**src/rtl/pipelined_adder_unit_if.sv**
```systemverilog
// pipelined_adder_unit_if: operand/result handshake bundle for pipelined_adder_unit
// Signals: inValid/inReady/a/b/inC/sub (operand side), outValid/outReady/s/outC/ovf/zero
//    (result side). a/b/s are declared [0:WIDTH-1], so bit 0 is the MSB.
//    master = producer/consumer side, slave = the adder.
interface pipelined_adder_unit_if #(
   parameter int WIDTH = 32
);
   logic inValid, inReady, inC, sub;
   logic outValid, outReady, outC, ovf, zero;
   logic [0:WIDTH-1] a, b, s;
   modport master (
      output inValid, a, b, inC, sub, outReady,
      input  inReady, outValid, s, outC, ovf, zero
   );
   modport slave (
      input  inValid, a, b, inC, sub, outReady,
      output inReady, outValid, s, outC, ovf, zero
   );
endinterface

```
**src/rtl/pipelined_adder_unit.sv**
```systemverilog
// pipelined_adder_unit: STAGES-deep chunked add/subtract with valid/ready handshake
// Ports: clk   - rising-edge clock
//        rst   - asynchronous reset, active low
//        bus   - slave modport: operands inValid/inReady/a/b/inC/sub,
//                results outValid/outReady/s/outC/ovf/zero (bit 0 = MSB)
// Result = a + (sub ? ~b : b) + inC; the LSB chunk is added in stage 0 and each
// stage's carry is registered into the next. The last stage register is the output.
module pipelined_adder_unit #(
   parameter int WIDTH  = 32,
   parameter int STAGES = 4
) (
   input logic                   clk,
   input logic                   rst,
   pipelined_adder_unit_if.slave bus
);
   localparam int CW = WIDTH / STAGES;
   logic adv;
   if (WIDTH % STAGES != 0) begin : g_chk
      $error("pipelined_adder_unit: WIDTH must be a multiple of STAGES");
   end
   for (genvar k = 0; k < STAGES; k++) begin : g_st
      // UW: operand bits not yet added when a token enters this stage
      localparam int UW = WIDTH - k * CW;
      logic [0:UW-1]         ai, bi;
      logic                  ci, vi;
      logic [CW:0]           sum;
      logic [0:(k+1)*CW-1]   s_d, s_q;
      logic                  c_q, v_q;
      if (k == 0) begin : g_in
         assign ai  = bus.a;
         assign bi  = bus.sub ? ~bus.b : bus.b;
         assign ci  = bus.inC;
         assign vi  = bus.inValid;
         assign s_d = sum[CW-1:0];
      end else begin : g_in
         assign ai  = g_st[k-1].g_up.a_q;
         assign bi  = g_st[k-1].g_up.b_q;
         assign ci  = g_st[k-1].c_q;
         assign vi  = g_st[k-1].v_q;
         // New chunk is more significant than the completed lower chunks
         assign s_d = {sum[CW-1:0], g_st[k-1].s_q};
      end
      assign sum = {1'b0, ai[UW-CW:UW-1]} + {1'b0, bi[UW-CW:UW-1]} + {{CW{1'b0}}, ci};
      always_ff @(posedge clk or negedge rst) begin
         if (!rst) begin
            v_q <= 1'b0;
            c_q <= 1'b0;
            s_q <= '0;
         end else if (adv) begin
            v_q <= vi;
            c_q <= sum[CW];
            s_q <= s_d;
         end
      end
      if (k < STAGES - 1) begin : g_up
         // Only the still-unadded upper chunks travel forward with the token
         logic [0:UW-CW-1] a_q, b_q;
         always_ff @(posedge clk or negedge rst) begin
            if (!rst) begin
               a_q <= '0;
               b_q <= '0;
            end else if (adv) begin
               a_q <= ai[0:UW-CW-1];
               b_q <= bi[0:UW-CW-1];
            end
         end
      end else begin : g_out
         logic ovf_q, zero_q;
         always_ff @(posedge clk or negedge rst) begin
            if (!rst) begin
               ovf_q  <= 1'b0;
               zero_q <= 1'b0;
            end else if (adv) begin
               ovf_q  <= (ai[0] == bi[0]) && (s_d[0] != ai[0]);
               zero_q <= s_d == '0;
            end
         end
      end
   end
   assign adv          = !g_st[STAGES-1].v_q || bus.outReady;
   assign bus.inReady  = adv;
   assign bus.outValid = g_st[STAGES-1].v_q;
   assign bus.s        = g_st[STAGES-1].s_q;
   assign bus.outC     = g_st[STAGES-1].c_q;
   assign bus.ovf      = g_st[STAGES-1].g_out.ovf_q;
   assign bus.zero     = g_st[STAGES-1].g_out.zero_q;
endmodule

```
**src/flat_wrapper.sv**
```systemverilog
// flat-port wrapper written by rule: the top's interface ports become plain ports
module pipelined_adder_unit_flat 
#(
   parameter int WIDTH  = 32,
   parameter int STAGES = 4
)
  (clk, rst, bus_inValid, bus_a, bus_b, bus_inC, bus_sub, bus_outReady, bus_inReady, bus_outValid, bus_s, bus_outC, bus_ovf, bus_zero);
  pipelined_adder_unit_if #(.WIDTH(WIDTH)) bus_i ();
  input logic clk;
  input logic rst;
  input wire logic [$bits(bus_i.inValid)-1:0] bus_inValid;
  input wire logic [$bits(bus_i.a)-1:0] bus_a;
  input wire logic [$bits(bus_i.b)-1:0] bus_b;
  input wire logic [$bits(bus_i.inC)-1:0] bus_inC;
  input wire logic [$bits(bus_i.sub)-1:0] bus_sub;
  input wire logic [$bits(bus_i.outReady)-1:0] bus_outReady;
  output wire logic [$bits(bus_i.inReady)-1:0] bus_inReady;
  output wire logic [$bits(bus_i.outValid)-1:0] bus_outValid;
  output wire logic [$bits(bus_i.s)-1:0] bus_s;
  output wire logic [$bits(bus_i.outC)-1:0] bus_outC;
  output wire logic [$bits(bus_i.ovf)-1:0] bus_ovf;
  output wire logic [$bits(bus_i.zero)-1:0] bus_zero;
  assign bus_i.inValid = bus_inValid;
  assign bus_i.a = bus_a;
  assign bus_i.b = bus_b;
  assign bus_i.inC = bus_inC;
  assign bus_i.sub = bus_sub;
  assign bus_i.outReady = bus_outReady;
  assign bus_inReady = bus_i.inReady;
  assign bus_outValid = bus_i.outValid;
  assign bus_s = bus_i.s;
  assign bus_outC = bus_i.outC;
  assign bus_ovf = bus_i.ovf;
  assign bus_zero = bus_i.zero;
  pipelined_adder_unit #(.WIDTH(WIDTH), .STAGES(STAGES)) u_core (.clk(clk), .rst(rst), .bus(bus_i));
endmodule
```
**config.mk**
```make
export PLATFORM = sky130hd
export DESIGN_NAME = pipelined_adder_unit_flat
export DESIGN_NICKNAME = d
export VERILOG_FILES = /design/src/rtl/pipelined_adder_unit_if.sv /design/src/rtl/pipelined_adder_unit.sv /design/src/flat_wrapper.sv
export SDC_FILE = /design/constraint.sdc
export NUM_CORES = 1
export LEC_CHECK = 0
export ABC_AREA = 1
export ABC_CLOCK_PERIOD_IN_PS = 2100
export CAP_MARGIN = 5
export CORE_ASPECT_RATIO = 1.5
export CORE_UTILIZATION = 56
export DETAILED_ROUTE_END_ITERATION = 6
export PLACE_DENSITY = 0.85
export REMOVE_ABC_BUFFERS = 1
export SETUP_SLACK_MARGIN = 0.1
export SLEW_MARGIN = 10
export SYNTH_ARGS = -nofsm -noshare
export SYNTH_HDL_FRONTEND = slang
export SYNTH_SLANG_ARGS = --single-unit
```
**constraint.sdc**
```tcl
create_clock -name clk -period 2.1 [get_ports clk]
set_input_delay 0.42 -clock clk [delete_from_list [all_inputs] [get_ports clk]]
set_output_delay 0.42 -clock clk [all_outputs]
set_load 0.03 [all_outputs]
```
== Yosys cells after proc, flatten, opt, wreduce, memory -nomap -nowiden ==
Cells that the tools add are included.
Storage, ports and cells
  output and inout bits: 37
  bits in registers: 186
  input port bits: 70
Operators by class
  reduce and logical (&&, ||, !) cells: 4
  multiplexer cells: 1
  equality and inequality tests: 2
  $add $sub $neg: 8
  bitwise logic cells: 1
Operators by type and width (count)
  8-bit by 8-bit adder with 9-bit output: 4
  9-bit by 1-bit adder with 9-bit output: 4
  32-bit logical NOT: 1
  32-bit 2-to-1 mux: 1
  32-bit NOT: 1
  1-bit equality test: 1
  1-bit logical AND: 1
  1-bit logical NOT: 1
  1-bit logical OR: 1
  1-bit != test: 1

== Longest topological paths before layout ==
Gate-level depths: netlist (run 1).
  depth after elaboration: 4
  gate-level depth with buffers: 12

== Least setup slack after synthesis (run 1) ==
No wires, ideal clock.
  kind: input to register
  start: input port bus_sub
  end: register u_core.g_st[0].c_q
  stages: 11
  library setup time: 0.083 ns
  data required time: 2.017 ns
  data arrival time: 2.259 ns
  slack: -0.242 ns
  path buffers: 2
  cell sequence: buf_2 buf_2 xor2_1 fa_1 inv_1 fa_1 o31ai_1 nand4_1 nand2_1 nand2_1 o21ai_0
On the way
  cells in the longest elaborated chain, start to end: 3
Ends and longest elaborated chain
  start: declaration: RTL line flat_wrapper.sv:15  | input wire logic [$bits(bus_i.sub)-1:0] bus_sub;
  32-bit 2-to-1 mux: RTL line pipelined_adder_unit.sv:31  | assign bi = bus.sub ? ~bus.b : bus.b;
  8-bit by 8-bit adder with 9-bit output: RTL line pipelined_adder_unit.sv:43  | assign sum = {1'b0, ai[UW-CW:UW-1]} + {1'b0, bi[UW-CW:UW-1]} + {{CW{1'b0}}, ci};
  9-bit by 1-bit adder with 9-bit output: RTL line pipelined_adder_unit.sv:43
  end signal: assignment: RTL line pipelined_adder_unit.sv:51  | c_q <= sum[CW];
  end: declaration: RTL line pipelined_adder_unit.sv:28  | logic c_q, v_q;
No other way between the ends.
A chain may end at the register's enable or synchronous reset.

== Final worst setup path (run 1) ==
  start: register u_core.g_st[2].g_up.b_q[7] in the netlist's numbering
  end: register u_core.g_st[3].g_out.zero_q (netlist: u_core.bus.zero)
On the way
  cells in the longest elaborated chain, start to end: 3
Ends and longest elaborated chain
  start: declaration: RTL line pipelined_adder_unit.sv:57  | logic [0:UW-CW-1] a_q, b_q;
  start signal: assignment: RTL line pipelined_adder_unit.sv:64  | b_q <= bi[0:UW-CW-1];
  8-bit by 8-bit adder with 9-bit output: RTL line pipelined_adder_unit.sv:43
  9-bit by 1-bit adder with 9-bit output: RTL line pipelined_adder_unit.sv:43
  via u_core.g_st[3].sum[1]: RTL line pipelined_adder_unit.sv:26  | logic [CW:0] sum;
  32-bit logical NOT: RTL line pipelined_adder_unit.sv:75  | zero_q <= s_d == '0;
  end signal: assignment: RTL line pipelined_adder_unit.sv:72  | zero_q <= 1'b0;
  end signal: assignment: RTL line pipelined_adder_unit.sv:75
  end: declaration: RTL line pipelined_adder_unit.sv:68  | logic ovf_q, zero_q;
The timed path passes the listed nets, and every way through them passes these cells.

==> qor.yml, run 1 <==
status: "finished, final reports clean"
hold_path_class: "flop to flop"
overflow: 0
drv_slew: 0
crit_path_end_kind: "flop"
grt_pass1_wl_mm: 30.5
cts_setup_buffers: 0
nNetsFinal: 1205
drt-wirelength-per-cell_um: 13.6
finalSetupViolCount: 0
clk_latency_ns: 0.42
post-synth-top-count-cell: "nand2_1"
yosysWarnings: 0
design_area_mm2: 0.0107
ios: 107
core.rowCount: 55
via_per_inst: 5.14
portBuffers: 106
arrival_ns: 2.37
period_share_pct: 95.5
tightest_slew_ns: 0.506
gp_congestion: 0.849
synth_common_cells: "nand2_1 (367), dfrtp_1 (186), o21ai_1 (84), inv_1 (82), o21ai_0 (34)"
synthDistinctLibCells: 30
hold_viol_final: 0
cts_tree: "yes"
cts_buffer_depth: 2
path_class: "flop to flop"
stdcell_count: 1312
antenna_found_initial: 1
die_x_um: 104
maxCapViolCount: 0
dp_hpwl_mm: 12.3
post_dp_cell_area_mm2: 0.0101
multi_input_area_mm2: 0.00346
yosysSeqAreaShare_pct: 53.1
netlist_area_mm2: 0.00876
synthToLayoutAreaGrowth_pct: 22.3
ir_drop_v: 0.000812
grt_max_degree: 60
yosysTopAreaCellShare_pct: 53.1
drt_iter0_drc: 300
dp_cells: 1278
vias: 6739
worstPathRequired_ns: 2.46
cts_sinks: 186
tns_ns: 0
core_mm2: 0.0152
track_usage_pct: 23.6
leakagePower_nw: 5.30
maxSlewHeadroom_pct: 66.2
synth_top_area_cell: "dfrtp_1"
drc: 0
ys_ff_latch: 186
syn_area_per_cell_um2: 8.89
ant_nets: 0
wirelength_mm: 17.8
cts-buffers-inserted: 17
synth_edf_count: 0
die_area_mm2: 0.0162
skew_ns: 0.0112
min_period_ns: 2.01
syn_inst: 986
die_y_um: 155
fin_util_pct: 70.5
regArea_mm2: 0.00465
fillers: 1112
first_global_vias: 6606
clk_pin_slew_ns: 0.07
rsz0062_at_grt: "yes"
cts.htree.levels: 4
firstDrtPassIters: 5
worst_setup_path_start_kind: "flop"
power.density_mw_per_mm2: 1520
cts_root_buf: "clkbuf_16"
cp_max_fo: 2
drive_gt1_share_pct: 7.19
start_util_pct: 57.6
fmax_ghz: 0.499
ys_async_sr_fraction_pct: 100
synth_area_leaders: "dfrtp_1 (53%), nand2_1 (16%), o21ai_1 (4.8%)"
ys.flop_type: "dfrtp_1"
==> cell usage in the layout (no fill, tap or decap), types with 2 or more instances in the layout <==
cell / instances
a21o_1: 2
a21oi_1: 14
a31oi_1: 11
buf_12: 12
buf_4: 21
clkbuf_16: 17
clkdlybuf4s50_1: 103
clkinv_4: 2
clkinvlp_4: 3
dfrtp_1: 186
fa_1: 4
fa_2: 4
ha_1: 28
inv_1: 82
inv_6: 5
inv_8: 4
nand2_1: 367
nand3_1: 22
nand3b_1: 3
nand4_1: 10
nor2_1: 33
o21a_1: 2
o21ai_0: 33
o21ai_1: 85
o21bai_1: 3
or2_2: 4
xnor2_1: 17
xor2_1: 25
==> power breakdown <==
part / leakage, nW / internal [mW] / switching [mW] / total [mW]
Combinational: 2.77 / 2.87 / 4.17 / 7.04
Clock: 0.279 / 1.69 / 1.49 / 3.17
Sequential: 2.25 / 5.16 / 0.891 / 6.06
Total: 5.30 / 9.72 / 6.55 / 16.3
==> area by class of cell <==
type	count	area share [%]
antenna	1	0.0234
clock buffer	17	3.97
clock inverter	15	1.45
inverter	83	2.95
multi-input combinational	672	32.2
sequential	186	43.4
tap	199	2.32
timing repair buffer	139	13.6
==> state kept, by name (all words and copies together) (netlist names) <==
name and count:
u_core.g_st.g_up.a_q 48, u_core.g_st.g_up.b_q 48, u_core.g_st.s_q 48, u_core.bus.s 32
u_core.g_st.c_q 3, u_core.g_st.v_q 3, u_core.bus.outC 1, u_core.bus.outValid 1
u_core.bus.ovf 1, u_core.bus.zero 1
==> logic make-up after synthesis <==
kind of cell | share of synthesized area, %
xor+xnor | 4.30
compound gates | 9.10
fa+ha+maj | 5.83
buf+inv | 7.87
simple gates | 19.8
flops | 53.1
==> final timing paths <==
| kind | start | endpoint | slack, ns | cells after the start |
|---|---|---|---|---|
| setup / recovery | u_core.g_st[2].g_up.b_q[7] | u_core.bus.zero | 0.09 | 9 |
| hold / removal | u_core.g_st[2].v_q | u_core.bus.outValid | 0.46 | 2 |
| setup reg to reg | u_core.g_st[2].g_up.b_q[7] | u_core.bus.zero | 0.09 | 9 |
| hold reg to reg | u_core.g_st[2].v_q | u_core.bus.outValid | 0.46 | 2 |
| max in group asynchronous | rst | u_core.g_st[1].g_up.b_q[2] | 0.92 | 3 |
| min in group asynchronous | rst | u_core.g_st[0].g_up.b_q[21] | 0.54 | 2 |
==> critical path, stage by stage, from the launching register on <==
cell and delay (ns):
dfrtp_1 0.41, fa_2 0.44, fa_2 0.46, nor3_2 0.14, nand2_1 0.08, nor2_1 0.10
nand3_1 0.08, nor2_1 0.11, nand3_1 0.08, nand2_1 0.06
==> layer usage <==
layer	vias up	part of all wire, %	GRT usage (%)
li1	3345	-	-
met2	157	55	43.6
met1	3210	41	28.2
met4	0	1.9	8.50
met5	-	0	0
met3	27	2.9	2.97
==> timing repair <==
action                                  4_1_cts  5_1_grt
endpoints found under the hold margin        25        0
cloned                                        0        0
resized for setup                             4        5
hold buffers                                  1        0
pin swaps                                     2        0
endpoints found under the setup margin        3        6
==> through the flow <==
step                setup WS (ns)  power, mW  hold slack (ns)
global route              0.00836       17.5            0.487
global placement           -0.424       12.6            0.431
finish                     0.0943       16.3            0.456
detailed placement         -0.453       12.9            0.438
floorplan                   -3.32       10.6            0.124
CTS                        0.0729       16.3            0.459
No activity file was read; power rests on OpenSTA's default activity.
==> inputs of run 2 (changes only) <==
--- a/config.mk
+++ b/config.mk
@@ -6,7 +6,7 @@
 export NUM_CORES = 1
 export LEC_CHECK = 0
 export ABC_AREA = 1
-export ABC_CLOCK_PERIOD_IN_PS = 2100
+export ABC_CLOCK_PERIOD_IN_PS = 2300
 export CAP_MARGIN = 5
 export CORE_ASPECT_RATIO = 1.5
 export CORE_UTILIZATION = 56
==> constraint.sdc (replaced) <==
create_clock -name clk -period 2.3 [get_ports clk]
set_input_delay 0.46 -clock clk [delete_from_list [all_inputs] [get_ports clk]]
set_output_delay 0.46 -clock clk [all_outputs]
set_load 0.03 [all_outputs]
==> run 2 against run 1 <==
- clock power decreased by 3%
- setup slack improved by 0.18 ns
- wire length decreased by 1.5%
- utilization decreased by 0.77 points
- final cell count decreased by 0.99%
- clock-buffer cell count unchanged
- flip-flop and latch count unchanged
- first-iteration DRC count decreased by 13%
- non-clock buffer count decreased by 10
- sequential share of layout area increased by 0.48 points
- worst hold slack got worse by 0.45 ns
- critical path type is now primary input to flop
- critical endpoint is now u_core.g_st[0].s_q[5]
- largest cell class unchanged
==> qor.yml, run 2 (same netlist as run 1, synthesis figures left out) <==
hold_path_class: "primary input to async pin"
ir_drop_v: 0.000622  # -23%
critPathMaxStageDelay_ns: 0.52  # +0.06 ns
track_usage_pct: 23.3  # -0.27 points
final_cell_mix: "nand2_1 (367), dfrtp_1 (186), clkdlybuf4s50_1 (103), o21ai_1 (85), inv_1 (82)"
start_util_pct: 57.6  # unchanged
cp_top_family: "buffers and inverters"
cts.htree.levels: 4  # unchanged
reg2reg_from: "u_core.g_st[2].g_up.b_q[7]"
drc: 0  # unchanged
die_y_um: 155  # unchanged
portBuffers: 106  # unchanged
post_dp_cell_area_mm2: 0.00994  # -1.4%
grt_pass1_wl_mm: 30.1  # -1.2%
core_mm2: 0.0152  # unchanged
wirelength_mm: 17.6  # -1.5%
r2r_end: "u_core.bus.zero"
finalSetupViolCount: 0  # unchanged
ant_nets: 0  # unchanged
dp_hpwl_mm: 11.9  # -3.5%
mostFrequentLayoutCell: "nand2_1"
firstDrtPassIters: 5  # unchanged
min_period_ns: 2.03
reg_top3: "u_core.g_st.g_up.a_q (48), u_core.g_st.g_up.b_q (48), u_core.g_st.s_q (48)"
via_per_inst: 5.16  # +0.40%
leakagePower_nw: 5.25  # -0.90%
reg2reg_depth: 9  # unchanged
drt-wirelength-per-cell_um: 13.5  # -0.51%
crit_path_end_kind: "flop"
tightest_slew_ns: 0.515  # +0.00819 ns
path_class: "primary input to flop"
cp.depth: 8  # -1
synthToLayoutAreaGrowth_pct: 21.0
hold_ws_ns: 0.00775  # -0.449 ns
die_area_mm2: 0.0162  # unchanged
die_x_um: 104  # unchanged
drt_iter0_drc: 262  # -13%
cts_tree: "yes"
maxSlewHeadroom_pct: 65.7  # -0.55 points
overflow: 0  # unchanged
vias: 6699  # -0.59%
power.density_mw_per_mm2: 1400  # -7.9%
first_global_vias: 6572  # -0.51%
arrival_ns: 2.37  # about the same
status: "finished, final reports clean"
cp_cell_sequence: "clkdlybuf4s50_1, xor2_2, fa_1, inv_1, fa_2, buf_4, or2_2, a31oi_1"
worst_setup_path_start_kind: "primary input"
crit_buf_inv: 3  # +3
design_area_mm2: 0.0106  # -1.1%
slowest_stage: "clkdlybuf4s50_1"
ios: 107  # unchanged
skew_ns: 0.0163  # +0.00510 ns
crit_end: "u_core.g_st[0].s_q[5]"
cts_setup_buffers: 0  # unchanged
cts_hold_buffers: 0  # -1
cts_sinks: 186  # unchanged
nNetsFinal: 1195  # -0.83%
clk_latency_ns: 0.43  # about the same
rsz0062_at_grt: "no"
cts_root_buf: "clkbuf_16"
period_share_pct: 88.1
hold_viol_final: 0  # unchanged
clk_pin_slew_ns: 0.07  # about the same
antenna_found_initial: 0  # -1
cts_buffer_depth: 2  # unchanged
worstPathRequired_ns: 2.65  # +0.19 ns
grt_max_degree: 74  # +23%
drv_slew: 0  # unchanged
tns_ns: 0  # unchanged
fmax_ghz: 0.493
gp_congestion: 0.844  # -0.60%
drive_gt1_share_pct: 6.18  # -1.0 points
cp_max_fo: 3  # +1
core.rowCount: 55  # unchanged
startpoint: "bus_b[0]"
maxCapViolCount: 0  # unchanged
cts-buffers-inserted: 17  # unchanged
rrSetupSlack_ns: 0.29  # +0.20 ns
n_antenna_cell: 0  # -1
## run 2: metal layers
metal / wire (um) / vias to the layer above / GRT usage, %
met5: 0 / - / 0
met4: 271 / 0 / 8.23
met3: 437 / 24 / 2.68
met2: 9660 / 123 / 43.5
met1: 7200 / 3233 / 27.7
li1: - / 3319 / -
## run 2: how the worst min path moves through the flow
stage	depth (start not counted)	start	endpoint	slack (ns)
after floorplan	0	rst	u_core.bus.outC	0.16
after global placement	2	u_core.g_st[2].v_q	u_core.bus.outValid	0.44
after detailed placement	2	u_core.g_st[2].v_q	u_core.bus.outValid	0.45
after CTS	1	rst	u_core.g_st[0].g_up.a_q[23]	0.03
after global routing	1	rst	u_core.g_st[0].g_up.b_q[23]	0.04
final	1	rst	u_core.g_st[0].g_up.a_q[23]	0.008
## run 2: repair_timing
action	CTS	global route
hold endpoints to repair	0	0
gates resized for setup	1	7
setup endpoints to repair	1	5
## run 2: final cells by class
type | instances | area, um^2
Clock inverter | 13 | 190
Sequential cell | 186 | 4650
Clock buffer | 17 | 425
Timing Repair Buffer | 129 | 1310
Multi-Input combinational cell | 672 | 3460
Inverter | 83 | 317
Fill cell | 1117 | 4610
Tap cell | 199 | 249
## run 2: worst reg2reg max path, cell delays in order, from the launching register on
cell and delay (ns):
dfrtp_1 0.40, fa_1 0.49, fa_2 0.41, xnor2_2 0.19, nand2_1 0.06, nor2_1 0.08, nand3_1 0.08, nor2_1 0.11
nand3_1 0.08, nand2_1 0.06
## run 2: power breakdown
part	internal, mW	total [mW]	switching [mW]	leakage (nW)
clock network	1.82	3.08	1.26	0.300
logic	2.49	6.22	3.72	2.70
registers	4.72	5.53	0.809	2.25
total	9.03	14.8	5.79	5.25
## run 2: through the flow
stage	setup slack, ns	power, mW	utilization (%)	cells
3_5_place_dp	-0.359	11.6	65.4	1269
3_3_place_gp	-0.247	11.4	65.4	1269
6_report	0.273	14.8	69.7	1299
2_1_floorplan	-3.12	9.67	-	941
4_1_cts	0.156	14.8	69.5	1299
5_1_grt	0.156	15.9	69.7	1299
